**config.mk**
```make
export PLATFORM = sky130hd
export DESIGN_NAME = inst_buffer
export DESIGN_NICKNAME = d
export VERILOG_FILES = /design/src/rtl/inst_buffer.sv
export SDC_FILE = /design/constraint.sdc
export NUM_CORES = 2
export LEC_CHECK = 0
export CAP_MARGIN = 20
export CORE_MARGIN = 5
export CORE_UTILIZATION = 30
export DETAILED_ROUTE_END_ITERATION = 8
export DONT_BUFFER_PORTS = 1
export GPL_TIMING_DRIVEN = 0
export PLACE_DENSITY = 0.56
export SLEW_MARGIN = 0
export SYNTH_ARGS = -nofsm -noshare
export SYNTH_HDL_FRONTEND = slang
export SYNTH_SLANG_ARGS = --single-unit
```
**constraint.sdc**
```tcl
create_clock -name clk -period 6.7 [get_ports clk]
set_clock_uncertainty 0.15 [all_clocks]
set_input_delay 0.335 -clock clk [delete_from_list [all_inputs] [get_ports clk]]
set_output_delay 0.335 -clock clk [all_outputs]
set_load 0.01 [all_outputs]
```
**src/rtl/inst_buffer.sv**
```systemverilog
// Dual-read instruction queue between a single-write fetch stage and a dual-issue dispatch stage.
// Latency: a write is visible on rline1 next cycle; with IB_BYPASS_EN it is visible the same cycle when the queue is empty.
// Backpressure: a write is dropped while ib_full; pops are clamped to the occupancy.
module inst_buffer #(
    parameter int DEPTH   = 16,
    parameter int PTR_WD  = 4,
    parameter int LINE_WD = 67
) (
    input  logic               clk,
    input  logic               reset,
    input  logic               ib_flush,
    input  logic               ib_write_req,
    input  logic [31:0]        ib_pc,
    input  logic [31:0]        ib_inst,
    input  logic [2:0]         ib_exc,
    output logic               ib_full,
    input  logic               ib_fetch_req,
    input  logic [1:0]         ib_pop_cnt,
    output logic [LINE_WD-1:0] ib_rline1,
    output logic [LINE_WD-1:0] ib_rline2,
    output logic               ib_rvalid1,
    output logic               ib_rvalid2,
    output logic               ib_empty,
    output logic [PTR_WD:0]    ib_count
);

    localparam logic [PTR_WD:0] FULL_CNT = (PTR_WD+1)'(DEPTH);

    logic [LINE_WD-1:0] mem [DEPTH];
    logic [PTR_WD-1:0]  head;
    logic [PTR_WD-1:0]  tail;
    logic [PTR_WD-1:0]  head_p1;
    logic [PTR_WD:0]    count;
    logic [PTR_WD:0]    count_nxt;
    logic [LINE_WD-1:0] wr_line;
    logic               push;
    logic               bypass;
    logic               store;
    logic [1:0]         pop_req;
    logic [1:0]         pop;

    assign wr_line = LINE_WD'({ib_exc, ib_pc, ib_inst});
    assign push    = ib_write_req & ~ib_full & ~ib_flush;
    assign pop_req = !ib_fetch_req        ? 2'd0 :
                     (ib_pop_cnt == 2'd3) ? 2'd2 : ib_pop_cnt;

`ifdef IB_BYPASS_EN
    assign bypass = push & (count == '0);
`else
    assign bypass = 1'b0;
`endif

    // Clamp the pop to what the read port is actually presenting.
    always_comb begin
        pop = pop_req;
        if (bypass) begin
            pop = (pop_req != 2'd0) ? 2'd1 : 2'd0;
        end else if (count == '0) begin
            pop = 2'd0;
        end else if ((count == (PTR_WD+1)'(1)) && (pop_req == 2'd2)) begin
            pop = 2'd1;
        end
    end

    // A bypassed line consumed on arrival never needs to land in storage.
    assign store     = push & ~(bypass & (pop != 2'd0));
    assign count_nxt = count + (PTR_WD+1)'(push) - (PTR_WD+1)'(pop);
    assign head_p1   = head + PTR_WD'(1);

    always_ff @(posedge clk or posedge reset) begin
        if (reset) begin
            head  <= '0;
            tail  <= '0;
            count <= '0;
        end else if (ib_flush) begin
            head  <= '0;
            tail  <= '0;
            count <= '0;
        end else begin
            head  <= head + PTR_WD'(pop);
            tail  <= tail + PTR_WD'(push);
            count <= count_nxt;
        end
    end

    always_ff @(posedge clk) begin
        if (store) begin
            mem[tail] <= wr_line;
        end
    end

    assign ib_full    = (count == FULL_CNT);
    assign ib_count   = count;
    assign ib_rvalid1 = (count != '0) | bypass;
    assign ib_rvalid2 = (count >= (PTR_WD+1)'(2));
    assign ib_empty   = (count == '0) & ~bypass;
    assign ib_rline1  = bypass ? wr_line : mem[head];
    assign ib_rline2  = mem[head_p1];

endmodule

```
; ---- Yosys cells after proc, flatten, opt, wreduce, memory -nomap -nowiden
; Memories as Yosys holds them, arrays and structs flattened.
; Index checks and enable logic that the tools add are counted.
[totals]
ff_bits = 13
ram_bits = 1072
inputBits = 74
output_inout_bits = 143
wordCells = 30
mem_count = 1
[classes]
addsub = 5
magnitude_cmp = 1
eq_ne = 4
n_mux = 9
bitwise = 4
n_reduce_logical = 3
[mem_list]
columns = name, words, word_bits, rd, rd_clocked_by_memory_dff, wr, line_no
row1 = mem, 16, 67, 2, 0, 1, 29  ; logic [LINE_WD-1:0] mem [DEPTH];
[op_table]
columns = cell, n
row1 = 2-to-1 mux 2 bit, 4
row2 = 2-to-1 mux 4 bit, 2
row3 = adder 5 x 1 -> 5 bit, 1
row4 = equality test 5 x 1 -> 1 bit (second input constant), 1
row5 = equality test 5 bit (second input constant), 1
row6 = >= comparator 5 x 2 -> 1 bit (second input constant), 1
row7 = zero test 5 bit, 1
row8 = 2-to-1 mux 5 bit, 1
row9 = nonzero test 5 bit, 1
row10 = subtractor 5 x 2 -> 5 bit, 1
row11 = adder 4 x 1 -> 4 bit, 1
row12 = adder 4 x 1 -> 4 bit (second input constant), 1
row13 = adder 4 x 2 -> 4 bit, 1
row14 = equality test 2 bit (second input constant), 2
row15 = bitwise AND 1 bit, 2
row16 = 2-to-1 mux 1 bit, 2
row17 = NOT 1 bit, 2
row18 = logical AND 1 bit, 1

; ---- Depth between registers and ports, before layout
[logic_depth]
ltp_word = 9
depth_mapped = 16
depth_no_buf = 16

; ---- Worst setup path before layout
; OpenSTA, ideal clock, no wires.
[synth_timing]
path_type = flip-flop to flip-flop
start = register count[2] (netlist: ib_count[2])
end = memory mem[0][0] (enable)
setup_time_ps = 575
arrival_time_ps = 6380
t_required_ps = 5975
setup_slack_ps = -404
path_stages_with_launch = 8
path_buffers = 0
synth_period_minus_slack_ps = 7104
cell_sequence = dfrtp_1 -> inv_1 -> ha_1 -> nand2_1 -> nor3_1 -> nor3b_1 -> or3b_2 -> nor3_1
[synth_via]
elab_chain_len = 6
[synth_lines]
columns = element, line_no
row1 = start: declaration, 33  ; logic [PTR_WD:0] count;
row2 = start signal: assignment, 82  ; count <= count_nxt;
row3 = equality test 5 bit, 92  ; assign ib_full = (count == FULL_CNT);
row4 = net ib_full, 16  ; output logic ib_full,
row5 = NOT 1 bit, 43  ; assign push = ib_write_req & ~ib_full & ~ib_flush;
row6 = bitwise AND 1 bit (2 in a row), 43
row7 = 2-to-1 mux 1 bit, 87  ; if (store) begin
row8 = 2-to-1 mux 1 bit (not written as such), 88  ; mem[tail] <= wr_line;
row9 = end: declaration, 29
; The timed path passes the listed nets, and every way through them passes these cells.

; ---- Worst setup path in the final report
[layout_timing]
start = register head[2]
end = output port ib_rline2[26]
[layout_via]
elab_chain_len = 2
[layout_lines]
columns = element, line_no
row1 = start: declaration, 30  ; logic [PTR_WD-1:0] head;
row2 = start signal: assignment, 80  ; head <= head + PTR_WD'(pop);
row3 = adder 4 x 1 -> 4 bit, 68  ; assign head_p1 = head + PTR_WD'(1);
row4 = memory read (16 x 67 bit), --
row5 = end: declaration, 20  ; output logic [LINE_WD-1:0] ib_rline2,
; Every way passes these cells.

==> results.py <==
metrics = {
    "hold_path": {
        "hold_depth": 3,
        "hold_class": "input pin to flip-flop",
    },
    "grt": {
        "grt_pass1_vias": 27900,
        "top_usage_layer": "met2",
        "antenna_found_initial": 14,
        "grt.overflow.total": 0,
        "grtUsageTotal": 0.181,
        "grt_first_pass_wirelength_mm": 222,
        "met3_usage": 0.0415,
        "gr-usage-met1": 0.226,
        "grt_max_degree": 21,
        "use_met2": 0.313,
    },
    "routing": {
        "finalWirelength_mm": 159,
        "first_iter_violations": 3168,
        "via_per_inst": 5.59,
        "drc": 0,
        "postRouteAntennaNets": 0,
        "wl_per_cell_um": 33.4,
        "drt-pass1-iter-count": 5,
        "vias": 26600,
    },
    "finish": {
        "finalNetCount": 2583,
        "stdcell_count": 4766,
        "drive_gt1_frac": 0.372,
        "synthToLayoutAreaGrowth_pct": 18.0,
        "fillers": 14900,
    },
    "worst_setup_path": {
        "arrival_ps": 4450,
        "path_class": "flip-flop to primary output",
        "cp-end-kind": "primary output",
        "reg2reg_depth": 11,
        "start_kind": "flip-flop",
        "crit_required_ps": 6210,
        "cp_max_fo": 10,
    },
    "floorplanning": {
        "die_area_um2": 172000,
        "start_util": 0.302,
        "die_y_um": 415,
        "coreArea_um2": 163000,
        "io_pins": 217,
        "dieWidth_um": 415,
        "std_cell_rows": 148,
    },
    "cts": {
        "numCtsBuffers": 108,
        "clock_latency_ps": 720,
        "cts_max_level": 3,
        "cts_hold_buf": 73,
        "clock_sinks": 1085,
        "cts_tree": "done",
        "cts_root_buf": "clkbuf_16",
        "cts.repair.resized": 0,
        "post_cts.repair.setup_buffers": 0,
        "clk_pin_slew_ps": 60,
        "cts_buffer_depth": 3,
    },
    "sta": {
        "worst_pin_slew_ps": 1180,
        "setup_viol": 0,
        "worst_slack_ps": 1770,
        "timing.fmax_ghz": 0.203,
        "finalHoldViolations": 0,
        "max-slew-margin-rel": 0.213,
        "hold_slack_ps": 138,
        "rsz0062_at_grt": "no",
        "finalMaxSlewViolations": 0,
        "min_period_ps": 4930,
        "fin_crit_sh": 0.736,
    },
    "placed_design": {
        "dp.cells": 4484,
        "port-buffer-count": 0,
        "gp_congestion": 0.780,
        "place_ws_ps": 2280,
        "place_hpwl_mm": 107,
    },
    "yosys": {
        "synth.cell_area_um2": 49200,
        "syn_nets": 2324,
        "synth-seq-cells": 1085,
        "ys_warn_count": 0,
        "synth-simple-area-share": 0.00584,
        "muxShareOfSynthArea": 0.276,
        "postSynthCellCount": 2233,
        "synth_edf_count": 1072,
        "synthArstFlopShare": 0.0120,
        "ys_types": 32,
        "synth_compound_area_frac": 0.0239,
        "yosysSeqAreaShare": 0.660,
        "synth_top_family_by_area": "multiplexers",
        "synth_top_flop_cell": "edfxtp_1",
        "synthAdderAreaFrac": 0.00462,
        "avgSynthCellArea_um2": 22.1,
        "synth-xor-area-share": 0.00107,
    },
    "flow_run": {
        "maxCapViolCount": 0,
    },
    "power_and_ir_drop": {
        "power_w": 0.0211,
        "ir_drop_v": 0.000223,
        "p_leak_nw": 17.7,
        "cellPowerDensity_nw_per_um2": 363,
    },
    "status": {
        "status": "finished clean",
    },
}
-- cell usage in the layout (no fill, tap or decap), types with 5 or more instances in the layout --
| cell type | Yosys | final |
|---|---|---|
| diode_2 | 0 | 9 |
| buf_2 | 71 | 71 |
| a22oi_1 | 67 | 67 |
| buf_12 | 0 | 34 |
| o221ai_1 | 67 | 67 |
| clkinv_2 | 0 | 26 |
| buf_16 | 0 | 30 |
| buf_8 | 0 | 11 |
| clkbuf_16 | 0 | 112 |
| clkbuf_1 | 61 | 77 |
| nor2_1 | 23 | 11 |
| dlygate4sd3_1 | 0 | 73 |
| ha_1 | 15 | 15 |
| inv_1 | 147 | 147 |
| nand3_1 | 5 | 5 |
| buf_6 | 8 | 9 |
| nand2_1 | 5 | 5 |
| nor2_4 | 0 | 12 |
| a21oi_1 | 9 | 9 |
| buf_1 | 5 | 5 |
| clkinv_1 | 0 | 21 |
| clkinvlp_4 | 0 | 7 |
| mux4_2 | 603 | 603 |
| bufinv_16 | 0 | 12 |
| edfxtp_1 | 1072 | 1072 |
| nor2b_1 | 10 | 10 |
| buf_4 | 22 | 22 |
| dfrtp_1 | 13 | 13 |
-- cell families after synthesis --
group	after synthesis
buffers and inverters	314
xor gates and xnor gates	6
AOI/OAI and AO/OA	150
and+or+nand+nor	58
DFF	1085
adders and majority gates	17
muxes	603
-- cells in the mapped netlist, types with 2 or more instances --
library cell / instances / area [um2]
mux4_2: 603 / 13600
nor2_1: 23 / 86.3
buf_6: 8 / 90.1
ha_1: 15 / 188
clkbuf_1: 61 / 229
o21ai_0: 3 / 15.0
nand3b_1: 3 / 22.5
buf_2: 71 / 355
nor2b_1: 10 / 62.6
xnor2_1: 3 / 26.3
buf_1: 5 / 18.8
inv_1: 147 / 552
nand2_1: 5 / 18.8
xor2_1: 3 / 26.3
o221ai_1: 67 / 587
nand2b_1: 3 / 18.8
edfxtp_1: 1072 / 32200
dfrtp_1: 13 / 325
nor3_1: 5 / 25.0
a21oi_1: 9 / 45.0
nand3_1: 5 / 25.0
buf_4: 22 / 165
fa_1: 2 / 40.0
a22oi_1: 67 / 503
-- metal layers --
metal / share of wire / up-vias
li1: - / 10400
met1: 0.37 / 14700
met2: 0.51 / 1331
met3: 0.083 / 260
met4: 0.032 / 4
met5: 0.00017 / -
-- power by group --
group          internal, W  switching [W]  total, W
Clock              0.00351        0.00264   0.00614
Sequential         0.00755      0.0000638   0.00761
Combinational      0.00321        0.00410   0.00731
-- through the flow --
stage,area (um2),TNS [ps],utilization
2_1_floorplan,49300,0,-
3_3_place_gp,52000,-3617100,0.319
3_5_place_dp,53800,0,0.330
4_1_cts,58100,0,0.356
5_1_grt,58100,0,0.356
6_report,58100,0,0.357
-- worst max-delay path, stage by stage, from the launching register on --
cell      delay, ps
dfrtp_1         450
buf_2           370
nor2b_1         300
a21oi_1         140
o21ai_1         680
buf_2           570
clkbuf_1        660
a22oi_1         200
o221ai_1        340
-- worst paths after layout --
| kind | startpoint | endpoint | slack (ps) |
|---|---|---|---|
| hold reg to reg | tail[2] | tail[2] | 480 |
| setup reg to reg | ib_count[2] | mem[13][51] | 2190 |
| min in group asynchronous | reset | head[0] | 610 |
| setup / recovery | head[2] | ib_rline2[26] | 1770 |
| hold / removal | ib_write_req | tail[0] | 140 |
| max in group asynchronous | reset | head[2] | 5380 |
-- state kept, by name, indices dropped and copies added, names as in the netlist --
name / count
ib_count: 5
tail: 4
mem: 1072
head: 4
-- cell type report --
| class | count | area [um2] | area share |
|---|---|---|---|
| clock buffer | 128 | 2860 | 0.0493 |
| antenna | 9 | 22.5 | 0.000388 |
| sequential | 1085 | 32500 | 0.560 |
| timing repair buffer | 149 | 2410 | 0.0415 |
| clock inverter | 72 | 693 | 0.0119 |
| tap | 2175 | 2720 | 0.0468 |
| inverter | 147 | 552 | 0.00950 |
| buffer | 167 | 858 | 0.0148 |
| multi-input combinational | 834 | 15500 | 0.266 |
(Power assumes the default switching activity.)
